## config.mk

```make
export PLATFORM = sky130hd
export DESIGN_NAME = sprite_draw_scheduler
export DESIGN_NICKNAME = d
export VERILOG_FILES = /design/src/rtl/sprite_draw_scheduler.sv
export SDC_FILE = /design/constraint.sdc
export NUM_CORES = 1
export LEC_CHECK = 0
export BUFFER_PORTS_ARGS = -buffer_cell sky130_fd_sc_hd__buf_2
export CORE_MARGIN = 5
export CORE_UTILIZATION = 35
export DETAILED_ROUTE_END_ITERATION = 8
export GPL_ROUTABILITY_DRIVEN = 0
export PLACE_DENSITY_LB_ADDON = 0.2
export SLEW_MARGIN = 30
export SYNTH_ARGS = -nofsm -noshare
export SYNTH_HDL_FRONTEND = slang
export SYNTH_SLANG_ARGS = --single-unit
```

## constraint.sdc

```tcl
create_clock -name clock_all -period 2.25 [get_ports clock_all]
set_clock_uncertainty 0.05 [all_clocks]
set_input_delay 0.45 -clock clock_all [delete_from_list [all_inputs] [get_ports clock_all]]
set_output_delay 0.45 -clock clock_all [all_outputs]
set_load 0.03 [all_outputs]
```

## src/rtl/sprite_draw_scheduler.sv

```systemverilog
// Purpose : round-robin share of the VGA framebuffer write port among NUM_REQ sprite draw engines.
// Latency : 1 cycle from engine coordinate to vga_x/vga_y/vga_plot; 3 non-drawing cycles between draws.
// Backpr. : none toward the VGA side; requests are held off simply by staying low until the FSM returns to IDLE.
//
// Optional feature macro: SPRITE_TRANSPARENCY_EN (suppresses vga_plot for TRANS_COLOUR pixels).
//
// Ports:
//   clock_all, reset_all          clock / asynchronous active-high reset
//   req[NUM_REQ]                  level draw requests, sampled only in IDLE
//   eng_done/eng_x/eng_y/eng_colour  per-engine done flag, coordinates, colour ROM q
//   eng_enable, eng_reset_n       one-hot engine enable, active-low engine counter reset
//   vga_x/vga_y/vga_colour/vga_plot  aligned pixel stream to the VGA adapter
//   busy, ack, timeout            status: not idle, draw-finished pulse, watchdog abort pulse
module sprite_draw_scheduler #(
    parameter int          NUM_REQ      = 4,
    parameter int          MAX_CYCLES   = 8192,
    parameter logic [2:0]  TRANS_COLOUR = 3'b000
) (
    input  logic                   clock_all,
    input  logic                   reset_all,
    input  logic [NUM_REQ-1:0]     req,
    input  logic [NUM_REQ-1:0]     eng_done,
    input  logic [9*NUM_REQ-1:0]   eng_x,
    input  logic [8*NUM_REQ-1:0]   eng_y,
    input  logic [3*NUM_REQ-1:0]   eng_colour,
    output logic [NUM_REQ-1:0]     eng_enable,
    output logic [NUM_REQ-1:0]     eng_reset_n,
    output logic [8:0]             vga_x,
    output logic [7:0]             vga_y,
    output logic [2:0]             vga_colour,
    output logic                   vga_plot,
    output logic                   busy,
    output logic [NUM_REQ-1:0]     ack,
    output logic                   timeout
);

    localparam int             IW     = $clog2(NUM_REQ);
    localparam int             CW     = $clog2(MAX_CYCLES) + 1;
    localparam logic [CW-1:0]  MAX_M1 = CW'(MAX_CYCLES - 1);

    typedef enum logic [1:0] {IDLE, CLEAR, DRAW, FINISH} state_t;

    state_t              state, state_nxt;
    logic [IW-1:0]       winner, last_grant, arb_idx;
    logic                arb_found;
    logic [CW-1:0]       count;
    logic                abort;
    logic                stage_vld;
    logic [NUM_REQ-1:0]  win_onehot;
    logic                win_done;

    logic [8:0] x_arr   [NUM_REQ];
    logic [7:0] y_arr   [NUM_REQ];
    logic [2:0] col_arr [NUM_REQ];

    for (genvar g = 0; g < NUM_REQ; g++) begin : g_unpack
        assign x_arr[g]   = eng_x[9*g +: 9];
        assign y_arr[g]   = eng_y[8*g +: 8];
        assign col_arr[g] = eng_colour[3*g +: 3];
    end

    assign win_onehot = NUM_REQ'(1) << winner;
    assign win_done   = eng_done[winner];

    // Round-robin: scan last_grant+1, +2, ... so the previous winner has lowest priority.
    always_comb begin
        int            cand;
        logic [IW-1:0] cand_idx;
        arb_found = 1'b0;
        arb_idx   = '0;
        cand      = 0;
        cand_idx  = '0;
        for (int i = 1; i <= NUM_REQ; i++) begin
            cand     = (int'(last_grant) + i) % NUM_REQ;
            cand_idx = IW'(cand);
            if (!arb_found && req[cand_idx]) begin
                arb_found = 1'b1;
                arb_idx   = cand_idx;
            end
        end
    end

    always_ff @(posedge clock_all or posedge reset_all) begin
        if (reset_all) begin
            state      <= IDLE;
            winner     <= '0;
            last_grant <= IW'(NUM_REQ - 1);
            count      <= '0;
            abort      <= 1'b0;
        end else begin
            state <= state_nxt;
            case (state)
                IDLE:   if (arb_found) winner <= arb_idx;
                CLEAR: begin
                    count <= '0;
                    abort <= 1'b0;
                end
                DRAW: begin
                    count <= count + 1'b1;
                    if (!win_done && count == MAX_M1) abort <= 1'b1;
                end
                FINISH: last_grant <= winner;
                default: ;
            endcase
        end
    end

    always_comb begin
        state_nxt   = state;
        eng_enable  = '0;
        eng_reset_n = '1;
        ack         = '0;
        timeout     = 1'b0;
        busy        = (state != IDLE);
        case (state)
            IDLE:   if (arb_found) state_nxt = CLEAR;
            CLEAR: begin
                eng_reset_n = ~win_onehot;
                state_nxt   = DRAW;
            end
            DRAW: begin
                eng_enable = win_onehot;
                if (win_done || count == MAX_M1) state_nxt = FINISH;
            end
            FINISH: begin
                if (abort) timeout = 1'b1;
                else       ack     = win_onehot;
                state_nxt = IDLE;
            end
            default: state_nxt = IDLE;
        endcase
        // Engines are held in reset for as long as the scheduler itself is.
        if (reset_all) eng_reset_n = '0;
    end

    // Coordinate stage; the ROM's own 1-cycle read latency lines colour up with it.
    always_ff @(posedge clock_all or posedge reset_all) begin
        if (reset_all) begin
            vga_x     <= '0;
            vga_y     <= '0;
            stage_vld <= 1'b0;
        end else begin
            vga_x     <= x_arr[winner];
            vga_y     <= y_arr[winner];
            stage_vld <= (state == DRAW);
        end
    end

    // winner is stable whenever stage_vld is high, so the colour mux needs no extra stage.
    assign vga_colour = stage_vld ? col_arr[winner] : 3'b000;

`ifdef SPRITE_TRANSPARENCY_EN
    assign vga_plot = stage_vld && (vga_colour != TRANS_COLOUR);
`else
    assign vga_plot = stage_vld;
`endif

endmodule

```

# --- Yosys cells after proc, flatten, opt, wreduce, memory -nomap -nowiden ---
# Cells that the tools add are included.
classes:
  add_sub_neg: 5
  n_lt_le_gt_ge: 6
  eq_ne: 7
  n_shift: 1
  mux: 41
  bitwise_logic: 2
  n_reduce_logical: 15
ops:
  columns: ["cell", "n"]
  rows:
  - ["$pmux W14 S2", 1]
  - ["$mux W4", 5]
  - ["$bmux W9 S2", 1]
  - ["$mux W9", 2]
  - ["$bmux W8 S2", 1]
  - ["$mux W8", 2]
  - ["$lt A2 B3 Y1 const B", 5]
  - ["$add A14 B1 Y14 const B", 1]
  - ["$eq A14 B13 Y1 const B", 1]
  - ["$mux W1", 12]
  - ["$mux W2", 6]
  - ["$bmux W1 S2", 5]
  - ["$mux W3", 3]
  - ["$pmux W2 S4", 1]
  - ["$bmux W3 S2", 1]
  - ["$ne A2 B2 Y1 const B", 3]
  - ["$reduce_and A2 Y1", 3]
  - ["$add A2 B1 Y2 const B", 2]
  - ["$add A2 B2 Y2 const B", 2]
  - ["$eq A2 B2 Y1 const B", 2]
  - ["$logic_and A1 B1 Y1", 4]
  - ["$logic_not A1 Y1", 4]
  - ["$not A4 Y4", 1]
  - ["$reduce_bool A2 Y1", 2]
  - ["7 further kinds", 7]
totals:
  regBits: 39
  inputBits: 90
  output_inout_bits: 35
  word_cells: 85

# --- Logic depth before layout (Yosys ltp) ---
# Gate-level depths: netlist of run 1.
logic_depth:
  ltp_word: 15
  depth_mapped: 8
  ltp_nobuf: 6

# --- Least setup slack after synthesis of run 1 ---
# No wires, ideal clock.
synth_path:
  path_type: "register to output"
  start: "reg winner[0]"
  end: "out ack[0]"
  arrival_ns: 1.542
  required_ns: 1.750
  setup_slack_ns: 0.208
  path_stages_with_launch: 6
  path_buffers: 2
  path_cell_list: "dfrtp_1 -> buf_2 -> buf_2 -> inv_1 -> nand2_1 -> nor3_1"
synth_between:
  elab_chain_cells: 3
synth_rtl:
  columns: ["item", "line_no", "text"]
  rows:
  - ["start, declared", "44", "logic [IW-1:0] winner, last_grant, arb_idx;"]
  - ["start signal, assigned", "93", "IDLE: if (arb_found) winner <= arb_idx;"]
  - ["$shl A1 B2 Y4", "62", "assign win_onehot = NUM_REQ'(1) << winner;"]
  - ["$mux W4", "126", "if (abort) timeout = 1'b1;"]
  - ["$mux W4", "115", "case (state)"]
  - ["end, declared", "33", "output logic [NUM_REQ-1:0] ack,"]
# No other way between the ends.

# --- Worst setup path after layout of run 1 ---
layout_path:
  start: "reg winner[0]"
  end: "out vga_colour[1]"
layout_between:
  elab_chain_cells: 5
layout_rtl:
  columns: ["item", "line_no", "text"]
  rows:
  - ["$not A2 Y3 (implied by the code)", "150", "assign vga_colour = stage_vld ? col_arr[winner] : 3'b000;"]
  - ["$bmux W3 S2", "150", null]
  - ["$mux W3 (implied by the code) (2 in series)", "150", null]
  - ["$mux W3", "150", null]
  - ["end, declared", "30", "output logic [2:0] vga_colour,"]
# No other way between the ends. The select of a mux whose other input is x is not followed.

==> results of run 1 <==
routing by layer:
metal,wire length [µm],up-vias
met2,3310,81
met3,534,6
li1,-,985
met1,2680,972
met4,70,0
met5,0,-
kinds of logic after synthesis:
logic type | Yosys count | share of synthesized area
and+or+nand+nor | 66 | 0.165
DFF | 39 | 0.434
AOI/OAI and AO/OA | 33 | 0.0838
muxes | 26 | 0.228
buffers and inverters | 25 | 0.0450
adders and majority gates | 5 | 0.0278
xor gates and xnor gates | 4 | 0.0155
tightest hold or removal path, delay by kind of cell:
kind,cells,cell delay (ps)
buffers and inverters,3,600
worst paths after layout:
kind	from	end	slack, ps
min in group clock_all	eng_y[20]	vga_y[4]$_DFF_PP0_	420
max in group asynchronous	reset_all	winner[0]$_DFFE_PP0P_	1520
setup / recovery	winner[0]$_DFFE_PP0P_	vga_colour[1]	90
hold reg to reg	count[0]$_DFFE_PP0P_	count[0]$_DFFE_PP0P_	490
setup reg to reg	count[0]$_DFFE_PP0P_	count[12]$_DFFE_PP0P_	390
hold / removal	reset_all	vga_y[6]$_DFF_PP0_	260
state kept, by name (all words and copies together) (netlist names):
name,count
winner,2
last_grant,2
abort,1
state,2
vga_plot,1
count,14
vga_y,8
vga_x,9
cell usage in the layout (no fill, tap or decap), types with 2 or more instances in the layout:
master                     instances
sky130_fd_sc_hd__ha_1              5
sky130_fd_sc_hd__nand2_1           9
sky130_fd_sc_hd__buf_2           124
sky130_fd_sc_hd__nand2b_1          3
sky130_fd_sc_hd__a31oi_1           4
sky130_fd_sc_hd__dfstp_2           2
sky130_fd_sc_hd__xor2_1            3
sky130_fd_sc_hd__mux2i_1           3
sky130_fd_sc_hd__nor2_1           12
sky130_fd_sc_hd__or3_1             3
sky130_fd_sc_hd__nand3_1           9
sky130_fd_sc_hd__and3_1            4
sky130_fd_sc_hd__inv_1            15
sky130_fd_sc_hd__nand4_1           3
sky130_fd_sc_hd__mux2_1            2
sky130_fd_sc_hd__and2_1            8
sky130_fd_sc_hd__nor3_1            2
sky130_fd_sc_hd__mux4_2           20
sky130_fd_sc_hd__a21oi_1           8
sky130_fd_sc_hd__buf_4             8
sky130_fd_sc_hd__nor2b_1           3
sky130_fd_sc_hd__clkbuf_8          7
sky130_fd_sc_hd__o21ai_0          16
sky130_fd_sc_hd__dfrtp_1          36
power groups by stage:
stage | combinational (mW) | clock (mW) | sequential [mW]
after detailed placement | 2.13 | 0 | 1.11
after global routing | 2.28 | 0.576 | 1.13
final | 2.11 | 0.526 | 1.10
after global placement | 2.11 | 0 | 1.10
after floorplan | 1.18 | 0 | 1.40
after CTS | 2.13 | 0.543 | 1.10
repair_timing:
item / in CTS / in global routing
hold buffers: 0 / 0
endpoints found under the setup margin: 13 / 9
hold endpoints to repair: 0 / 0
resized for setup: 1 / 1
layout make-up:
| class | instances | area (µm²) | area share |
|---|---|---|---|
| Clock buffer | 7 | 96.3 | 0.0311 |
| Clock inverter | 1 | 7.51 | 0.00242 |
| Inverter | 15 | 56.3 | 0.0182 |
| Multi-Input combinational cell | 134 | 1170 | 0.378 |
| Sequential cell | 39 | 980 | 0.316 |
| Tap cell | 77 | 96.3 | 0.0311 |
| Timing Repair Buffer | 133 | 692 | 0.223 |
==> impl_summary.md, run 1 <==
Cells and area
With fillers left out, the area of the finished cells amounts to between 0.003 and 0.004 mm². The number of nets at the end of the flow is about 420. The layout overhead on the synthesized area is 37.6%. The non-filler instance count after layout is about 400. The filler cell count is approximately 600.

Of the cells placed in the final design, the portion with a size suffix greater than 1 is 0.517. Measured on the finished design, the core utilization comes to 0.491. The antenna diode instance count is 0.

Clock network
The CTS tree is built. The CTS buffer count is 5. The clock sink count is 39. In this run the deepest clock path goes through 2 buffers.

After clock tree synthesis, the setup repair step added 0 buffers. Clock latency on the worst-skew pair, taken at its later pin, is 290 ps. The clock edge transition at the registers on the reported setup and hold paths is roughly 80 ps. The clock tree synthesis step divided the H-tree into 2 levels.

The cell at the root of the clock tree is sky130_fd_sc_hd__clkbuf_8.

Run
Across the run, the number of max-cap violations was 0.

Global route
The number of antenna violations at the first check in global routing came to 0. The met1 track utilization from global routing is 0.197. Entering global routing, the biggest net connects 40 pins.

For met2 alone, demand over resource in global routing was 0.273. The via count of the first global-routing pass is 2,092. The first-pass GRT wire length is roughly 10 mm. The final global-route overflow total is 0. The busiest layer in global routing is met2. The combined global-route utilization of all metal layers is 0.161.

For met3 alone, demand over resource in global routing was 0.0526.

Route
The final route contains slightly above 2,000 vias. The detailed router finished its first iteration with 49 violations. After detailed routing, the number of remaining DRC violations is 0. The routed wirelength normalized by instance count is about 16 µm.

The total wirelength of the detailed-routed design is 6.59 mm. The routed via count divided by cell count is between 5 and 6. The remaining number of nets flagged by the antenna check after routing is 0.

The first TritonRoute pass finished after 4 iterations.

Synth
The number of nets in the synthesized netlist is a little under 300. The proportion of netlist area held by the largest area contributor is 0.411. In the synthesized netlist the async set-or-reset flop fraction comes to 1.00. The top cell type by total area after synthesis is sky130_fd_sc_hd__dfrtp_1. The synthesized area per cell is 11.4 µm². By area the synthesized netlist is led by sky130_fd_sc_hd__dfrtp_1 41%, sky130_fd_sc_hd__mux4_2 20%, sky130_fd_sc_hd__o21ai_0 3.6%, sky130_fd_sc_hd__ha_1 2.8%, sky130_fd_sc_hd__inv_1 2.5%.

The number of library cell types mapped by synthesis is 40. The number of enable-type register cells in the synthesized netlist is 0. The sequential cell area fraction in the yosys report is 0.434.

The synthesized netlist cell count is 198. sky130_fd_sc_hd__dfrtp_1 is the most common cell in the netlist. In this run the cell area of the synthesized design comes to 0.00225 mm². Ranked by instance count, the synthesized netlist is headed by 37 x sky130_fd_sc_hd__dfrtp_1, 20 x sky130_fd_sc_hd__mux4_2, 16 x sky130_fd_sc_hd__o21ai_0.

The yosys synthesis warning count is 0. The number of register bits inferred by synthesis is 39. The most used flip-flop cell after synthesis is sky130_fd_sc_hd__dfrtp_1.

Pwr
The highest ir drop seen on vdd is around 650 µV. The relative contribution of sequential cells to total power is 0.294. The share of total power dissipated in combinational logic is 0.565. The cell area power density is ~1200 mW/mm².

The proportion of total power due to net switching is 0.443. The analysis attributes to cell leakage a power of between 1.5 and 2 nW. The total chip power is 3.73 mW. The fraction of power consumed by the clock network is 0.141. In this run the power spent charging and discharging nets is 1.65 mW. The internal cell power is approximately 2.1 mW.

Status
The flow ran to the end, and the final reports show no timing, DRC or antenna violations.

Timing
The count of final max-slew check failures came to 0. The smallest hold slack is approximately 260 ps. Static timing analysis puts the maximum clock frequency at roughly 460 MHz. The worst slew slack as a fraction of its limit is 0.661. In the final timing run, aggregate negative setup slack is 0 ps. For the pin with the worst max-slew slack, the measured transition is slightly above 500 ps.

Setup repair after global routing left no endpoint under its margin. The worst path needs 2160 ps of the cycle, external delays included. The setup slack after layout is 86.3 ps.

The final setup violation count is 0. The number of hold violations in the final report is 0. In the finished design, the share of the clock period the worst path needs comes to 0.962.

Floorplanning
The y dimension of the die is 90.2 µm. The floorplan has 29 rows. In this run the standard cell core region covers 0.00631 mm². From left edge to right edge, the die measures about 90 µm.

The initial utilization of the core area, before any placement, comes to 0.357. The area of the die is 0.00814 mm². For this design the top-level I/O count stands at about 130.

Placement
The pre-CTS setup slack is around 200 ps. Buffers placed on the I/O ports in this run total 124. After detailed placement, the design holds a cell count of about 400. Summing all placed instances gives a cell area of about 0.0030 mm². The HPWL after detailed placement is 5.31 mm.

Worst setup path
At the worst endpoint, the arrival time is about 1700 ps. The buffer and inverter count on the worst path is 1. At the worst endpoint, the required time is between 1500 and 2000 ps. The critical path depth in cells is 3. The cell with the largest stage delay on the worst path is sky130_fd_sc_hd__dfrtp_2. For this run, the slowest stage of the critical path takes 520 ps. The largest delay contributor family on the critical path is flip-flops. The critical path class is reg -> out. The number of cells on the worst reg-to-reg path is 5.

The sort of element at the start of the critical path is a register. The maximum fanout count along the critical path is 7. The critical path goes through mux4_2 -> and2_1 -> buf_2. The kind of capture point of the worst setup path is a primary output.

Hold path
The path type of the worst min-delay path is in -> async.
No activity file was read; power rests on OpenSTA's default activity.
==> inputs of run 2 (changes only) <==
--- a/config.mk
+++ b/config.mk
@@ -11,6 +11,7 @@
 export DETAILED_ROUTE_END_ITERATION = 8
 export GPL_ROUTABILITY_DRIVEN = 0
 export PLACE_DENSITY_LB_ADDON = 0.2
+export SETUP_SLACK_MARGIN = 0.2
 export SLEW_MARGIN = 30
 export SYNTH_ARGS = -nofsm -noshare
 export SYNTH_HDL_FRONTEND = slang
==> impl_summary.md, run 2 (synthesized netlist as in run 1, its figures left out) <==
Timing
RSZ-0062 raised after global routing: yes (was no). The worst slew slack as a fraction of its limit is 0.662 (was 0.661). The number of hold violations in the final report is 0 (unchanged). The transition at the pin with the smallest max-transition slack is 507 ps (was 509 ps). The final setup violation count came to 0 (unchanged). The peak clock frequency supported by timing is 474 MHz (was 462 MHz). The setup total negative slack is 0 ps (unchanged). The time the final worst path needs with I/O delays and setup came to 2110 ps (was 2160 ps). The share of the cycle needed by the critical path after routing is 0.938 (was 0.962).

The count of final max-slew check failures is 0 (unchanged). The smallest hold slack is 261 ps (about the same).

Worst setup path
The arrival time of the worst setup path is 1610 ps (was 1660 ps). The maximum fanout count along the critical path is 5 (was 7). The sort of element at the start of the critical path was a register (unchanged). The required arrival time at the worst endpoint is 1750 ps (about the same). The kind of capture point of the worst setup path is a primary output (unchanged).

The critical path class was reg -> out (unchanged).

Run
The number of max-cap violations came to 0 (unchanged).

Cells and area
The layout overhead on the synthesized area was 40.3% (was 37.6%). The register containing the most flip-flops in the final layout is count (unchanged). The filler cell count is 605 (was 611). The flip-flop count of the largest register after layout is 14 (unchanged). The number of nets at the end of the flow is 424 (was 423). The final design utilization is 0.501 (was 0.491). The antenna diode instance count is 0 (unchanged).

The non-filler instance count after layout was 407 (was 406). The share of post-route cells with drive strength above 1 was 0.539 (was 0.517). Most frequent cells in the layout: 117 x sky130_fd_sc_hd__buf_2, 36 x sky130_fd_sc_hd__dfrtp_1, 20 x sky130_fd_sc_hd__mux4_2 (was 124 x sky130_fd_sc_hd__buf_2, 36 x sky130_fd_sc_hd__dfrtp_1, 20 x sky130_fd_sc_hd__mux4_2). The most common library cell in the layout ignoring fill and taps is sky130_fd_sc_hd__buf_2 (unchanged). Registers with the most flip-flops: count x14, vga_x x9, vga_y x8 (unchanged).

Clock network
The cell at the root of the clock tree was sky130_fd_sc_hd__clkbuf_8 (unchanged). The worst-case clock buffer depth is 2 (unchanged). The CTS H-tree depth is 2 (unchanged). The CTS buffer count came to 5 (unchanged). The clock sink count is 39 (unchanged). The CTS tree is built (unchanged). The latest clock arrival within the worst-skew pair was 290 ps (about the same). The clock edge transition at the registers on the reported setup and hold paths is 80 ps (about the same).

Floorplanning
The floorplan die width is 90.2 µm (unchanged). The y dimension of the die is 90.2 µm (unchanged). The starting density of the core is 0.357 (unchanged). The row count was 29 (unchanged). The area of the die is 0.00814 mm² (unchanged). The floorplan core area was 0.00631 mm² (unchanged). The number of ports placed on the die boundary was 125 (unchanged).

Global route
The met3 track demand over resource in global routing is 0.0509 (was 0.0526). The busiest layer in global routing is met2 (unchanged). The met1 track utilization from global routing is 0.198 (was 0.197). The met2 demand-to-capacity share in global routing is 0.277 (was 0.273). The via count of the first global-routing pass is 2,108 (was 2,092). The number of antenna violations at the first check in global routing is 0 (unchanged). The combined global-route utilization of all metal layers is 0.162 (was 0.161). The final global-route overflow total is 0 (unchanged). The first-pass GRT wire length came to 10.6 mm (was 10.5 mm). The pin count of the biggest net entering global routing is 40 (unchanged).

Status
Outcome: finished clean (unchanged).

Route
The iteration-0 DRC count of the detailed router came to 43 (was 49). The total DRC errors in the routed layout was 0 (unchanged). The routed wirelength normalized by instance count is 16.4 µm (was 16.2 µm). The vias after detailed routing is 2,051 (was 2,044). The total wirelength of the detailed-routed design was 6.67 mm (was 6.59 mm). The remaining number of nets flagged by the antenna check after routing is 0 (unchanged). The routed via count divided by cell count is 5.04 (was 5.03). The number of detailed-route iterations in the first pass is 4 (unchanged).

Pwr
The total chip power is 3.83 mW (was 3.73 mW). The switching power is 1.68 mW (was 1.65 mW). The proportion of total power due to net switching is 0.438 (was 0.443). The relative contribution of sequential cells to total power is 0.286 (was 0.294). The static leakage power is 1.53 nW (was 1.52 nW). The internal cell power came to 2.15 mW (was 2.08 mW). The highest ir drop seen on vdd is 651 µV (was 646 µV). The relative contribution of combinational cells to total power is 0.577 (was 0.565).

The fraction of power consumed by the clock network was 0.137 (was 0.141). The cell area power density is 1210 mW/mm² (was 1200 mW/mm²).

Placement
The HPWL after detailed placement came to 5.31 mm (unchanged). The number of buffer cells added on primary ports came to 124 (unchanged). The count of placed standard cells including taps is 398 (unchanged).

Hold path
The path type of the worst min-delay path is in -> async (unchanged).
run 2: worst paths after layout:
| path | slack [ps] | cells past startpoint | from | endpoint |
|---|---|---|---|---|
| max | 140 | 3 | winner[0]$_DFFE_PP0P_ | vga_colour[0] |
| min | 260 | 3 | reset_all | vga_y[6]$_DFF_PP0_ |
| max reg2reg | 420 | 5 | count[0]$_DFFE_PP0P_ | count[12]$_DFFE_PP0P_ |
| min reg2reg | 500 | 1 | count[0]$_DFFE_PP0P_ | count[0]$_DFFE_PP0P_ |
| max in group asynchronous | 1520 | 3 | reset_all | winner[0]$_DFFE_PP0P_ |
| min in group clock_all | 420 | 2 | eng_y[20] | vga_y[4]$_DFF_PP0_ |
run 2: area by class of cell:
class | count | area [µm²] | share of cell area
Clock buffer | 7 | 96.3 | 0.0305
Clock inverter | 1 | 7.51 | 0.00237
Inverter | 15 | 56.3 | 0.0178
Multi-Input combinational cell | 134 | 1190 | 0.375
Sequential cell | 39 | 980 | 0.310
Tap cell | 77 | 96.3 | 0.0305
Timing Repair Buffer | 134 | 739 | 0.234
run 2: metal layers:
layer / vias to the layer above / routed length, µm
li1: 987 / -
met1: 981 / 2730
met2: 79 / 3420
met3: 4 / 475
met4: 0 / 48
met5: - / 0
run 2: critical path, cell delays in order (launching register included):
cell,delay (ps)
sky130_fd_sc_hd__dfrtp_2,480
sky130_fd_sc_hd__mux4_2,530
sky130_fd_sc_hd__and2_4,170
sky130_fd_sc_hd__buf_6,130
run 2: per-stage QoR:
stage | setup WS [ps] | cell area [µm²]
finish | 140 | 3160
global route | 80.4 | 3160
CTS | 147 | 3140
detailed placement | 201 | 2990
global placement | 250 | 2990
floorplan | 208 | 2250
run 2: repair_timing:
item	4_1_cts	5_1_grt
hold buffers	0	0
setup buffers	1	0
endpoints found under the hold margin	0	0
endpoints found under the setup margin	16	14
resized for setup	13	10
run 2: power by group through the flow:
stage	Sequential (mW)	Combinational, mW	Clock (mW)
floorplan	1.40	1.18	0
global placement	1.10	2.11	0
detailed placement	1.11	2.13	0
CTS	1.09	2.21	0.543
global route	1.13	2.39	0.576
finish	1.09	2.21	0.527
